$ cat config.mk
export PLATFORM = sky130hd
export DESIGN_NAME = svm_dwell_meter
export DESIGN_NICKNAME = d
export VERILOG_FILES = /design/src/rtl/svm_pkg.sv /design/src/rtl/svm_order_check.sv /design/src/rtl/svm_dwell_meter.sv
export SDC_FILE = /design/constraint.sdc
export NUM_CORES = 1
export LEC_CHECK = 0
export CAP_MARGIN = 10
export CELL_PAD_IN_SITES_DETAIL_PLACEMENT = 1
export CELL_PAD_IN_SITES_GLOBAL_PLACEMENT = 1
export CORE_ASPECT_RATIO = 0.75
export CORE_MARGIN = 2
export CORE_UTILIZATION = 41
export CTS_CLUSTER_SIZE = 40
export DETAILED_ROUTE_END_ITERATION = 16
export PLACE_DENSITY_LB_ADDON = 0.1
export SYNTH_ARGS = -nofsm -noshare
export SYNTH_HDL_FRONTEND = slang
export SYNTH_SLANG_ARGS = --single-unit
$ cat constraint.sdc
create_clock -name CLK -period 2.52 [get_ports CLK]
set_clock_uncertainty 0.2 [all_clocks]
set_input_delay 0.252 -clock CLK [delete_from_list [all_inputs] [get_ports CLK]]
set_output_delay 0.252 -clock CLK [all_outputs]
set_load 0.02 [all_outputs]
$ cat src/rtl/svm_pkg.sv
// Shared types and helpers for the space-vector dwell meter.
package svm_pkg;

  localparam int unsigned TAST_PERIOD_DEF = 10000;
  localparam int unsigned CNT_W           = 15;
  localparam logic [CNT_W-1:0] CNT_MAX    = '1;

  typedef enum logic [2:0] {V0, V1, V2, V7, GAP, ILL} vec_code_e;

  typedef enum logic [2:0] {IDLE, S_V0, A_UP, B_UP, S_V7, B_DN, A_DN} ord_state_e;

  typedef struct packed {
    logic [CNT_W-1:0] t0;
    logic [CNT_W-1:0] t1;
    logic [CNT_W-1:0] t2;
    logic [CNT_W-1:0] t7;
    logic [CNT_W-1:0] period;
  } dwell_s;

  // Line order is {u7, u2, u1, u0}.
  function automatic vec_code_e decode_vec(input logic [3:0] u);
    case (u)
      4'b0000: return GAP;
      4'b0001: return V0;
      4'b0010: return V1;
      4'b0100: return V2;
      4'b1000: return V7;
      default: return ILL;
    endcase
  endfunction

  function automatic logic [CNT_W-1:0] sat_inc(input logic [CNT_W-1:0] c);
    return (c == CNT_MAX) ? c : c + CNT_W'(1);
  endfunction

  // Permitted state changes of the symmetric pattern V0 A B V7 B A V0.
  function automatic logic step_legal(input ord_state_e from_s, input ord_state_e to_s);
    case (from_s)
      S_V0:    return to_s inside {A_UP, B_UP, S_V7};
      A_UP:    return to_s inside {B_UP, S_V7};
      B_UP:    return to_s == S_V7;
      S_V7:    return to_s inside {B_DN, A_DN, S_V0};
      B_DN:    return to_s inside {A_DN, S_V0};
      A_DN:    return to_s == S_V0;
      default: return 1'b0;
    endcase
  endfunction

endpackage

$ cat src/rtl/svm_order_check.sv
// Tracks the switching pattern within a frame and flags out-of-order steps.
module svm_order_check
  import svm_pkg::*;
(
  input  logic      CLK,
  input  logic      RESET_N,
  input  vec_code_e code,
  input  logic      sector_odd,
  input  logic      frame_start,
  input  logic      abort,
  output logic      order_err_c
);

  ord_state_e state_q;
  ord_state_e next_c;
  logic       err_q;
  logic       step_err_c;
  logic       up_c;

  // The observed vector is mapped onto the up or down half depending on where we are.
  always_comb begin
    next_c     = state_q;
    up_c       = state_q inside {S_V0, A_UP, B_UP};
    if (state_q != IDLE) begin
      case (code)
        V0:      next_c = S_V0;
        V7:      next_c = S_V7;
        V1:      next_c = up_c ? (sector_odd ? B_UP : A_UP) : (sector_odd ? B_DN : A_DN);
        V2:      next_c = up_c ? (sector_odd ? A_UP : B_UP) : (sector_odd ? A_DN : B_DN);
        default: next_c = state_q;
      endcase
    end
    step_err_c  = (next_c != state_q) && !step_legal(state_q, next_c);
    order_err_c = err_q | step_err_c;
  end

  always_ff @(posedge CLK) begin
    if (!RESET_N) begin
      state_q <= IDLE;
      err_q   <= 1'b0;
    end else if (abort) begin
      state_q <= IDLE;
      err_q   <= 1'b0;
    end else if (frame_start) begin
      state_q <= S_V0;
      err_q   <= 1'b0;
    end else begin
      state_q <= next_c;
      err_q   <= err_q | step_err_c;
    end
  end

endmodule

$ cat src/rtl/svm_dwell_meter.sv
// Reconstructs per-period dwell times from the one-hot vector lines and checks switching order.
module svm_dwell_meter
  import svm_pkg::*;
#(
  parameter int unsigned TAST_PERIOD = TAST_PERIOD_DEF,
  parameter int unsigned TIMEOUT     = 2 * TAST_PERIOD
) (
  input  logic             CLK,
  input  logic             RESET_N,
  input  logic [2:0]       SECTOR_IN,
  input  logic             U_0,
  input  logic             U_1,
  input  logic             U_2,
  input  logic             U_7,
  output logic [CNT_W-1:0] T_0_OUT,
  output logic [CNT_W-1:0] T_1_OUT,
  output logic [CNT_W-1:0] T_2_OUT,
  output logic [CNT_W-1:0] T_7_OUT,
  output logic [CNT_W-1:0] PERIOD_OUT,
  output logic [2:0]       SECTOR_OUT,
  output logic             VALID,
  output logic             ORDER_ERR,
  output logic             ILLEGAL_ERR,
  output logic             TIMEOUT_ERR
);

  logic [3:0] u_q;
  vec_code_e  code_c;
  vec_code_e  prev_q;
  logic       frame_start_c;
  logic       timeout_c;
  logic       order_err_c;
  logic       active_q;
  logic       ill_q;
  logic [2:0] sector_q;
  dwell_s     cnt_q;
  dwell_s     out_q;

  assign code_c        = decode_vec(u_q);
  assign frame_start_c = (code_c == V0) && (prev_q != V0);
  assign timeout_c     = active_q && !frame_start_c && (32'(cnt_q.period) == TIMEOUT);

  svm_order_check u_order (
    .CLK         (CLK),
    .RESET_N     (RESET_N),
    .code        (code_c),
    .sector_odd  (sector_q[0]),
    .frame_start (frame_start_c),
    .abort       (timeout_c),
    .order_err_c (order_err_c)
  );

  always_ff @(posedge CLK) begin
    if (!RESET_N) begin
      u_q         <= '0;
      prev_q      <= GAP;
      active_q    <= 1'b0;
      ill_q       <= 1'b0;
      sector_q    <= '0;
      cnt_q       <= '0;
      out_q       <= '0;
      SECTOR_OUT  <= '0;
      VALID       <= 1'b0;
      ORDER_ERR   <= 1'b0;
      ILLEGAL_ERR <= 1'b0;
      TIMEOUT_ERR <= 1'b0;
    end else begin
      u_q         <= {U_7, U_2, U_1, U_0};
      prev_q      <= code_c;
      VALID       <= 1'b0;
      TIMEOUT_ERR <= 1'b0;
      if (frame_start_c) begin
        // Close the running frame (if any) and count this cycle as the new frame's first V0 cycle.
        if (active_q) begin
          out_q       <= cnt_q;
          SECTOR_OUT  <= sector_q;
          ORDER_ERR   <= order_err_c;
          ILLEGAL_ERR <= ill_q;
          VALID       <= 1'b1;
        end
        active_q     <= 1'b1;
        sector_q     <= SECTOR_IN;
        ill_q        <= 1'b0;
        cnt_q        <= '0;
        cnt_q.t0     <= CNT_W'(1);
        cnt_q.period <= CNT_W'(1);
      end else if (timeout_c) begin
        TIMEOUT_ERR <= 1'b1;
        active_q    <= 1'b0;
        ill_q       <= 1'b0;
        cnt_q       <= '0;
      end else if (active_q) begin
        cnt_q.period <= sat_inc(cnt_q.period);
        case (code_c)
          V0:      cnt_q.t0 <= sat_inc(cnt_q.t0);
          V1:      cnt_q.t1 <= sat_inc(cnt_q.t1);
          V2:      cnt_q.t2 <= sat_inc(cnt_q.t2);
          V7:      cnt_q.t7 <= sat_inc(cnt_q.t7);
          ILL:     ill_q    <= 1'b1;
          default: ill_q    <= ill_q;
        endcase
      end
    end
  end

  assign T_0_OUT    = out_q.t0;
  assign T_1_OUT    = out_q.t1;
  assign T_2_OUT    = out_q.t2;
  assign T_7_OUT    = out_q.t7;
  assign PERIOD_OUT = out_q.period;

endmodule

==> flow_metrics.py <==
metrics = {
    "status": {
        "status": "finished clean",
    },
    "worst_setup_path": {
        "critPathLaunchType": "register",
        "criticalPathCategory": "register to register",
        "required_ns": 2.62,
        "reg2reg_from": "u_q[1]$_SDFF_PN0_",
        "r2r-end": "ORDER_ERR$_SDFFE_PN0P_",
        "worst-path-max-fanout": 13,
        "cp.arrival_ns": 2.51,
        "end_kind": "register",
        "r2r_cells": 7,
        "reg2reg_slack_ns": 0.11,
    },
    "floorplan": {
        "core-area_mm2": 0.01693,
        "num_rows": 41,
        "pin_count": 91,
        "die_area_mm2": 0.01852,
        "die_y_um": 118.4,
        "die_w_um": 156.5,
        "initial_core_util_pct": 42.24,
    },
    "clock_network": {
        "htreeDepth": 4,
        "cts_sinks": 173,
        "clockBufferDepth": 2,
        "clk_pin_slew_ns": 0.07,
        "post_cts_buffers": 0,
        "cts_tree": "done",
        "root_buffer": "clkbuf_16",
        "clock_latency_ns": 0.43,
        "cts_made_buffers": 17,
    },
    "synthesis": {
        "synth_top_cells_by_count": "nand2_1 (189), dfxtp_1 (173), a21oi_1 (103)",
        "postSynthAreaPerCell_um2": 8.305,
        "synth_seq_cells": 173,
        "synth_cell_type_count": 63,
        "ys.warnings.count": 0,
        "yosysSeqAreaShare_pct": 48.43,
        "synth_area_leaders": "dfxtp_1 (48%), nand2_1 (9.9%), a21oi_1 (7.2%), xor2_1 (4.7%), nor2_1 (4.6%)",
        "synth_edf_count": 0,
        "synthFlopType": "dfxtp_1",
        "synthArstFlopShare_pct": 0,
        "yosysMostFrequentCell": "nand2_1",
        "postSynthCellCount": 861,
        "synth_largest_area_cell": "dfxtp_1",
        "synth_top_area_share_pct": 48.43,
        "netlist_area_mm2": 0.007151,
        "syn-num-nets": 876,
    },
    "routing": {
        "routed_wl_um": 19270,
        "drtIter0Drc": 294,
        "detail-route-antenna-nets": 0,
        "drt-vias-per-instance": 5.273,
        "via_count": 6196,
        "wl_per_cell_um": 16.40,
        "route.detailed.drc": 0,
        "drt_first_pass_iters": 4,
    },
    "grt": {
        "grt_overflow_total": 0,
        "grt_pass1_vias": 6319,
        "grt_pass1_wl_um": 32020,
        "track_usage_pct": 21.34,
        "grt_max_degree": 90,
        "antenna_found_initial": 0,
    },
    "power_and_ir_drop": {
        "p_leak_uw": 0.003061,
        "seq_power_share_pct": 48.0,
        "finalPower_uw": 5771,
        "pwr-share-clk_pct": 48.3,
        "p_comb_share_pct": 3.7,
        "p_switching_uw": 1328,
        "pwr_density_cell_mw_per_mm2": 641.2,
        "max-vdd-ir-drop_mv": 0.4040,
        "p_sw_share_pct": 23.01,
        "intPower_uw": 4444,
    },
    "min_path": {
        "hold_depth": 3,
        "min_path_type": "primary input to register",
        "hp-start": "SECTOR_IN[1]",
        "min_to": "sector_q[1]$_SDFFE_PN0P_",
    },
    "flow_run": {
        "cap_violations": 0,
    },
    "timing": {
        "fmax_mhz": 415.4,
        "whs_ns": 0.2013,
        "setup_tns_ns": 0,
        "rsz0062_at_grt": "false",
        "setup_viol": 0,
        "fin_crit_ns": 2.407,
        "slew_viol_final": 0,
        "post-route-period-util_pct": 95.52,
        "maxSlewHeadroom_pct": 60.87,
        "hold_viol_final": 0,
        "worst_slew_pin_slew_ns": 0.5819,
    },
    "placed_design": {
        "dp_hpwl_um": 13090,
        "place.gp.congestion": 0.7858,
        "portBuffers": 90,
    },
    "layout": {
        "antenna_cells": 0,
        "syn2layout_area_growth_pct": 25.88,
        "fill_cells": 1998,
        "drive_gt1_share_pct": 8.229,
        "nNetsFinal": 962,
    },
}
[layout by cell type, fill, tap and decap left out, types with 10 or more instances in the layout]
cell type	n
nand2_1	189
dfxtp_1	172
a21oi_1	103
clkdlybuf4s50_1	90
nor2_1	86
xor2_1	38
nand3_1	32
buf_4	23
xnor2_1	20
nand4_1	18
clkbuf_16	17
and3_1	16
and4_1	11
o21ai_0	11
inv_1	10
[state kept, by name, indices dropped and copies added (netlist names), 3 cells and up]
| name | count |
|---|---|
| T_0_OUT | 15 |
| sector_q | 3 |
| T_7_OUT | 15 |
| PERIOD_OUT | 15 |
| u_order.state_q | 3 |
| prev_q | 3 |
| cnt_q | 75 |
| T_1_OUT | 15 |
| u_q | 4 |
| T_2_OUT | 15 |
| SECTOR_OUT | 3 |
[how the worst max path moves through the flow]
stage / from / to / slack (ns) / depth (start not counted)
floorplan: u_q[1]$_SDFF_PN0_ / ORDER_ERR$_SDFFE_PN0P_ / 0.25 / 7
global placement: u_q[2]$_SDFF_PN0_ / ORDER_ERR$_SDFFE_PN0P_ / 0.15 / 6
detailed placement: u_q[3]$_SDFF_PN0_ / cnt_q[23]$_SDFFE_PP0P_ / 0.06 / 7
CTS: u_q[3]$_SDFF_PN0_ / cnt_q[23]$_SDFFE_PP0P_ / 0.05 / 7
global route: u_q[1]$_SDFF_PN0_ / ORDER_ERR$_SDFFE_PN0P_ / 0.002 / 7
finish: u_q[1]$_SDFF_PN0_ / ORDER_ERR$_SDFFE_PN0P_ / 0.11 / 7
[per-stage QoR]
stage	cell area (µm²)	setup WS, ns	utilization [%]	std cells
floorplan	7151	0.2473	-	861
global placement	8362	0.1550	49.39	1143
detailed placement	8362	0.05607	49.39	1143
CTS	8982	0.04605	53.06	1175
global route	9001	0.001602	53.17	1175
finish	9001	0.1129	53.17	1175
[critical path, stage by stage (launching register included)]
cell       delay [ns]
dfxtp_1          0.38
buf_4            0.21
or3b_2           0.53
a31o_2           0.28
a31oi_1          0.22
o2111ai_1        0.17
a41oi_2          0.21
a21oi_1          0.09
[cell families (layout without fill, tap and decap cells)]
family / count (synthesis) / count (layout) / synth area share [%]
AO/OA/AOI/OAI: 152 / 152 / 12.62
AND/OR/NAND/NOR: 408 / 408 / 26.81
adder cells (fa/ha/maj): 6 / 6 / 1.050
buffers and inverters: 60 / 159 / 3.429
multiplexers: 4 / 4 / 0.5600
XOR/XNOR: 58 / 58 / 7.104
flip-flops: 173 / 173 / 48.43
[final cells by class]
class                      count  area, µm²  share of cell area (%)
clock inverter                13      177.7                   1.974
multi-input combinational    628       3472                   38.57
timing repair buffer         116       1134                   12.59
sequential                   173       3465                   38.49
inverter                      11      41.29                  0.4587
clock buffer                  19      442.9                   4.921
tap                          215      269.0                   2.989
[repair_timing]
item,CTS,global route
resized for setup,0,4
hold buffers,0,0
endpoints found under the setup margin,0,13
[layer usage]
metal / wire (µm) / track usage, % / vias to the layer above
met5: 0 / 0 / -
met4: 176 / 5.333 / 0
met3: 618 / 4.877 / 13
met2: 9220 / 35.49 / 90
met1: 9257 / 28.04 / 3000
li1: - / - / 3093
[power by group through the flow]
stage               Clock (µW)  Combinational (µW)  Sequential, µW
floorplan                    0                 137            2820
global placement             0                 212            2830
detailed placement           0                 215            2830
CTS                       2850                 216            2770
global route              2970                 236            2770
finish                    2790                 215            2770
Power figures use the tool's default switching activity.
